File: src/rtl/pattern_detector_pkg.sv
// Shared types and constants for the serial pattern detector.
// The optional match counter is enabled by defining PATDET_MATCH_CNT_EN.
package pattern_detector_pkg;

    typedef enum logic [1:0] {
        IDLE  = 2'd0,
        FILL  = 2'd1,
        ARMED = 2'd2
    } state_t;

    localparam int PAT_W_DEFAULT = 3;
    localparam int CNT_W_DEFAULT = 8;

    // Bits needed to hold 0..value-1, never less than one bit.
    function automatic int clog2(input int value);
        int result;
        int remaining;
        result    = 0;
        remaining = value - 1;
        while (remaining > 0) begin
            result++;
            remaining = remaining >> 1;
        end
        return (result < 1) ? 1 : result;
    endfunction

endpackage

File: src/rtl/pattern_detector_sat_counter.sv
// Saturating up-counter with synchronous clear; clear has priority over increment.
module sat_counter #(
    parameter int W = 8
) (
    input  logic         clk,
    input  logic         rst,
    input  logic         inc,
    input  logic         clr,
    output logic [W-1:0] count
);

    always_ff @(posedge clk) begin
        if (rst) begin
            count <= '0;
        end else if (clr) begin
            count <= '0;
        end else if (inc && (count != '1)) begin
            count <= count + 1'b1;
        end
    end

endmodule

File: src/rtl/pattern_detector.sv
// Serial pattern detector with overlapping/non-overlapping modes.
// Define PATDET_MATCH_CNT_EN to build the saturating match counter.
module pattern_detector
    import pattern_detector_pkg::*;
#(
    parameter int PAT_W = PAT_W_DEFAULT,
    parameter int CNT_W = CNT_W_DEFAULT
) (
    input  logic             clk,
    input  logic             rst,
    input  logic             en,
    input  logic             in,
    input  logic             load,
    input  logic [PAT_W-1:0] pattern,
    input  logic             overlap,
    input  logic             clr_cnt,
    output logic             match,
    output logic [CNT_W-1:0] match_cnt,
    output logic             armed
);

    localparam int                FILL_W    = clog2(PAT_W);
    localparam logic [FILL_W-1:0] FILL_MAX  = FILL_W'(PAT_W - 1);
    localparam logic [FILL_W-1:0] FILL_LAST = FILL_W'(PAT_W - 2);

    state_t             state;
    logic [PAT_W-2:0]   history;
    logic [FILL_W-1:0]  fill;
    logic [PAT_W-1:0]   pat_reg;
    logic               armed_reg;
    logic [PAT_W-1:0]   window;

    // The oldest history bit lines up with pattern[PAT_W-1], the live sample with bit 0.
    assign window = {history, in};
    assign match  = en & ~rst & ~load & (state == ARMED) & (window == pat_reg);
    assign armed  = armed_reg & ~rst;

    always_ff @(posedge clk) begin
        if (rst) begin
            state     <= IDLE;
            history   <= '0;
            fill      <= '0;
            pat_reg   <= '0;
            armed_reg <= 1'b0;
        end else if (load) begin
            pat_reg   <= pattern;
            history   <= '0;
            fill      <= '0;
            state     <= FILL;
            armed_reg <= 1'b0;
        end else if (en && (state != IDLE)) begin
            history <= window[PAT_W-2:0];
            if (match && !overlap) begin
                fill      <= '0;
                state     <= FILL;
                armed_reg <= 1'b0;
            end else if (fill == FILL_MAX) begin
                state     <= ARMED;
                armed_reg <= 1'b1;
            end else begin
                fill <= fill + 1'b1;
                if (fill == FILL_LAST) begin
                    state     <= ARMED;
                    armed_reg <= 1'b1;
                end
            end
        end
    end

`ifdef PATDET_MATCH_CNT_EN
    sat_counter #(
        .W(CNT_W)
    ) u_match_counter (
        .clk  (clk),
        .rst  (rst),
        .inc  (match),
        .clr  (clr_cnt),
        .count(match_cnt)
    );
`else
    logic unused_clr_cnt;
    assign unused_clr_cnt = clr_cnt;
    assign match_cnt      = '0;
`endif

endmodule

File: config.mk
export PLATFORM = sky130hd
export DESIGN_NAME = pattern_detector
export DESIGN_NICKNAME = d
export VERILOG_FILES = /design/src/rtl/pattern_detector_pkg.sv /design/src/rtl/pattern_detector_sat_counter.sv /design/src/rtl/pattern_detector.sv
export SDC_FILE = /design/constraint.sdc
export NUM_CORES = 1
export LEC_CHECK = 0
export CAP_MARGIN = 20
export CORE_MARGIN = 2
export CORE_UTILIZATION = 40
export DETAILED_ROUTE_END_ITERATION = 7
export DONT_BUFFER_PORTS = 1
export PLACE_DENSITY = 0.56
export SLEW_MARGIN = 20
export SYNTH_ARGS = -nofsm -noshare
export SYNTH_HDL_FRONTEND = slang
export SYNTH_SLANG_ARGS = --single-unit
File: constraint.sdc
create_clock -name clk -period 1.3 [get_ports clk]
set_input_delay 0.26 -clock clk [delete_from_list [all_inputs] [get_ports clk]]
set_output_delay 0.26 -clock clk [all_outputs]
set_load 0.005 [all_outputs]
# After elaboration in Yosys (flattened, before gate mapping)
# Cells that the tools add are included.
# word_totals
regBits,10
in_bits,10
out_inout_bits,10
elab_cells,40
# op_classes
addsub,1
eq_ne,5
muxes,10
bitwise,7
n_reduce_logical,11
# op_table
op,n
$mux 2,5
$reduce_and 2->1,3
$and 1x1->1,5
$mux 1,5
$eq 2x2->1 const B,2
$reduce_bool 2->1,2
$reduce_bool 4->1,1
$eq 3x3->1,1
$reduce_bool 3->1,1
$add 2x1->2 const B,1
$eq 2x1->1 const B,1
$logic_and 1x1->1,2
$ne 2x2->1 const B,1
$not 1->1,2
$reduce_or 2->1,1
$logic_not 1->1,1

# Depth between registers and ports, before layout
# Gate-level depths: netlist (run 1).
# logic_depth
ltp_word,9
mapped_depth,5
depth_no_buf,5

# Least setup slack after synthesis (run 1)
# Ideal clock, no wire load.
# synth_path
path_type,register -> register
from,register fill[0]
to,register fill[1]
setup_time_ns,0.079
arrival_ns,1.169
setup_slack_ns,0.052
path_stages_with_launch,5
n_path_buf,0
cell_sequence,dfxtp_1 inv_1 ha_1 or3_1 a211oi_2
# synth_between
elab_chain_len,3
word_cells_on_any_way,6
cone_classes,1 x add/sub; 2 x eq/ne; 2 x mux; 1 x reduce/logical
# synth_rtl
item,line_no,source
start: declaration,pattern_detector.sv:28,logic [FILL_W-1:0] fill;
start signal: assignment,pattern_detector.sv:61,fill <= fill + 1'b1;
$add 2x1->2 / $eq 2x2->1 (equally long branches),"pattern_detector.sv:61, pattern_detector.sv:57",
$mux 2 / $ne 2x2->1 (equally long branches),n/a,
$mux 2 / $reduce_and 2->1 (equally long branches),n/a,
# Several ways; a longest one is shown, not always the timed one. The select of a mux whose other input is x is not followed.
# A chain may end at the register's enable or synchronous reset.

# Worst setup path in the final report (run 1)
# layout_path
from,register history[1]
to,output match
# layout_between
elab_chain_len,2
# layout_rtl
item,line_no,source
start: declaration,pattern_detector.sv:27,logic [PAT_W-2:0] history;
start signal: assignment,pattern_detector.sv:52,history <= window[PAT_W-2:0];
$eq 3x3->1,pattern_detector.sv:35,assign match = en & ~rst & ~load & (state == ARMED) & (window == pat_reg);
$and 1x1->1,pattern_detector.sv:35,
end: declaration,pattern_detector.sv:17,"output logic match,"
# No other way between the ends.

==> results of run 1 <==
-- logic make-up after synthesis --
group,Yosys count,share of synthesized area (%)
multiplexers,5,9.368
AO/OA/AOI/OAI,8,11.24
other,1,0.7019
flip-flops,9,33.72
AND/OR/NAND/NOR,18,21.08
adder cells (fa/ha/maj),2,4.683
buffers and inverters,12,14.29
XOR/XNOR,3,4.919
-- final timing paths --
path	slack (ns)	start	to
worst max-delay path	-0.01	history[1]	match
worst min register to register	0.52	pat_reg[0]	pat_reg[0]
worst max register to register	0.02	fill[0]	state[1]
worst min-delay path	0.05	rst	pat_reg[0]
-- power by group --
part / switching, uW / total [uW] / internal [uW]
Clock: 98.9 / 212 / 113
Sequential: 9.77 / 296 / 286
Combinational: 27.3 / 57.2 / 29.9
-- layer usage --
layer  vias up  global-route usage (%)  share of wire, %
li1        190                       -                 -
met1       171                   15.18                46
met2        11                   20.24                49
met3         0                   9.444               5.2
met4         0                   7.500                 0
met5         -                       0                 0
-- repair_timing --
action | in CTS | in global routing
gates cloned | 0 | 0
hold buffers | 0 | 0
gates resized for setup | 8 | 3
setup buffers | 0 | 0
endpoints found under the setup margin | 3 | 3
pin swaps | 6 | 1
-- layout make-up --
| class | count | area, um2 | area share, % |
|---|---|---|---|
| Clock buffer | 3 | 22.52 | 3.758 |
| Clock inverter | 1 | 5.005 | 0.8351 |
| Inverter | 2 | 7.507 | 1.253 |
| Multi-Input combinational cell | 44 | 344.1 | 57.41 |
| Sequential cell | 9 | 186.4 | 31.11 |
| Tap cell | 15 | 18.77 | 3.132 |
| Timing Repair Buffer | 2 | 15.01 | 2.505 |
-- metrics by stage --
| step | hold WS (ns) | instance area (um2) | power, uW | setup slack (ns) |
|---|---|---|---|---|
| 6_report | 0.05359 | 599.3 | 565.2 | -0.01462 |
| 5_1_grt | 0.03291 | 599.3 | 603.8 | -0.1122 |
| 4_1_cts | 0.04588 | 596.8 | 576.1 | -0.04618 |
| 3_5_place_dp | 0.3345 | 525.5 | 350.2 | 0.01013 |
| 3_3_place_gp | 0.3329 | 525.5 | 349.2 | 0.03297 |
| 2_1_floorplan | 0.3291 | 560.5 | 360.4 | 0.05205 |
-- worst max-delay path: stages (launching register included) --
cell and delay [ns]:
dfxtp_2 0.33, xnor2_2 0.18, nand4b_1 0.13, nor3_2 0.14
-- placed cells by master, fill, tap and decap left out, types with 3 or more instances in the layout --
cell,Yosys,final
dfxtp_2,0,5
clkbuf_4,0,3
dfxtp_1,9,4
mux2i_1,5,5
nor2_1,5,5
xnor2_2,0,3
conb_1,1,8
==> reports/metrics.yaml, run 1 <==
crit_type: "reg -> out"
die_width_um: 40.55
synth-seq-cells: 9
synthTopCellsByArea: "dfxtp_1 (34%), buf_4 (11%), mux2i_1 (9.4%), xnor2_1 (4.9%), a211oi_2 (4.7%)"
finalHoldViolCount: 0
rows: 13
finalMaxSlewViolations: 0
vias: 372
clock_path_buffers: 2
worstPathArrival_ns: 1.05
n_fill_cell: 132
dr.pass1.iters: 2
violations: "negative setup slack"
clkTransAtPathRegs_ns: 0.07
grt_max_degree: 7
ant_nets: 0
fmaxAchievable_ghz: 0.7607
synth_most_common_cell: "dfxtp_1"
grt_pass1_wl_mm: 1.386
initial_core_util_pct: 42.11
die-area_um2: 1644
post-route-util_pct: 47.24
antenna_cells: 0
start_kind: "flop"
setup_ws_ns: -0.01462
dieHeight_um: 40.55
worst-path-max-fanout: 3
clock_latency_ns: 0.26
postSynthAreaPerCell_um2: 9.211
root_buffer: "clkbuf_4"
period_share_pct: 101.1
drc_errors: 0
grt_usage_pct: 13.99
htreeDepth: 1
p_leak_uw: 0.0002360
core_um2: 1269
synth_top_area_share_pct: 33.72
worst_ep_required_time_ns: 1.04
min_period_ns: 1.315
setup_viol: 1
synthCells: 58
boundaryPins: 20
min_path_cells: 1
finalSetupTns_ns: -0.01462
grt_pass1_vias: 319
ys_warn_count: 0
ys_top_cells_by_count: "dfxtp_1 (9), buf_4 (8), mux2i_1 (5), nor2_1 (5), xnor2_1 (3)"
fin_worst_skew_ns: 0.007329
instances_no_fill: 76
place_inst: 72
synth_area_leader_cell: "dfxtp_1"
dp_hpwl_um: 727.7
grt_overflow: 0
finalWeightedCongestion: 0.5921
ir_drop_v: 0.0006653
rsz0062_at_grt: "true"
routed_via_density: 4.895
cts_num_sinks: 9
largest_reg_flops: 3
endpoint_kind: "output pin"
yosysSeqAreaShare_pct: 33.72
ys_async_sr_fraction_pct: 0
port_buffers: 0
routed_wl_um: 985
final_nets: 74
synth_edf_count: 0
syn-cell-area_um2: 534.3
synth_ff_type: "dfxtp_1"
cts_tree: "built"
wl_per_cell_um: 12.96
ys_types: 27
cts_buffers: 3
min_path_type: "in -> reg"
status: "complete, but fails checks"
antenna_found_initial: 0
drtIter0Drc: 3
maxCapViolCount: 0
powerDensity_nw_per_um2: 943.0
areaGrowthSynthToFinish_pct: 12.18
rr_worst_depth: 5
drive_gt1_share_pct: 37.70
Power figures use the tool's default switching activity.
==> run 2: changes to the inputs <==
Settings changed: ABC_CLOCK_PERIOD_IN_PS from default to 1300.
==> results of run 2 <==
Same layout as run 1: the final DEF is identical, and so are final timing and power.
==> run 3: changes to the inputs <==
Settings changed: CAP_MARGIN 20 to 5.
==> results of run 3 <==
Same layout as run 1: the final DEF is identical, and so are final timing and power.
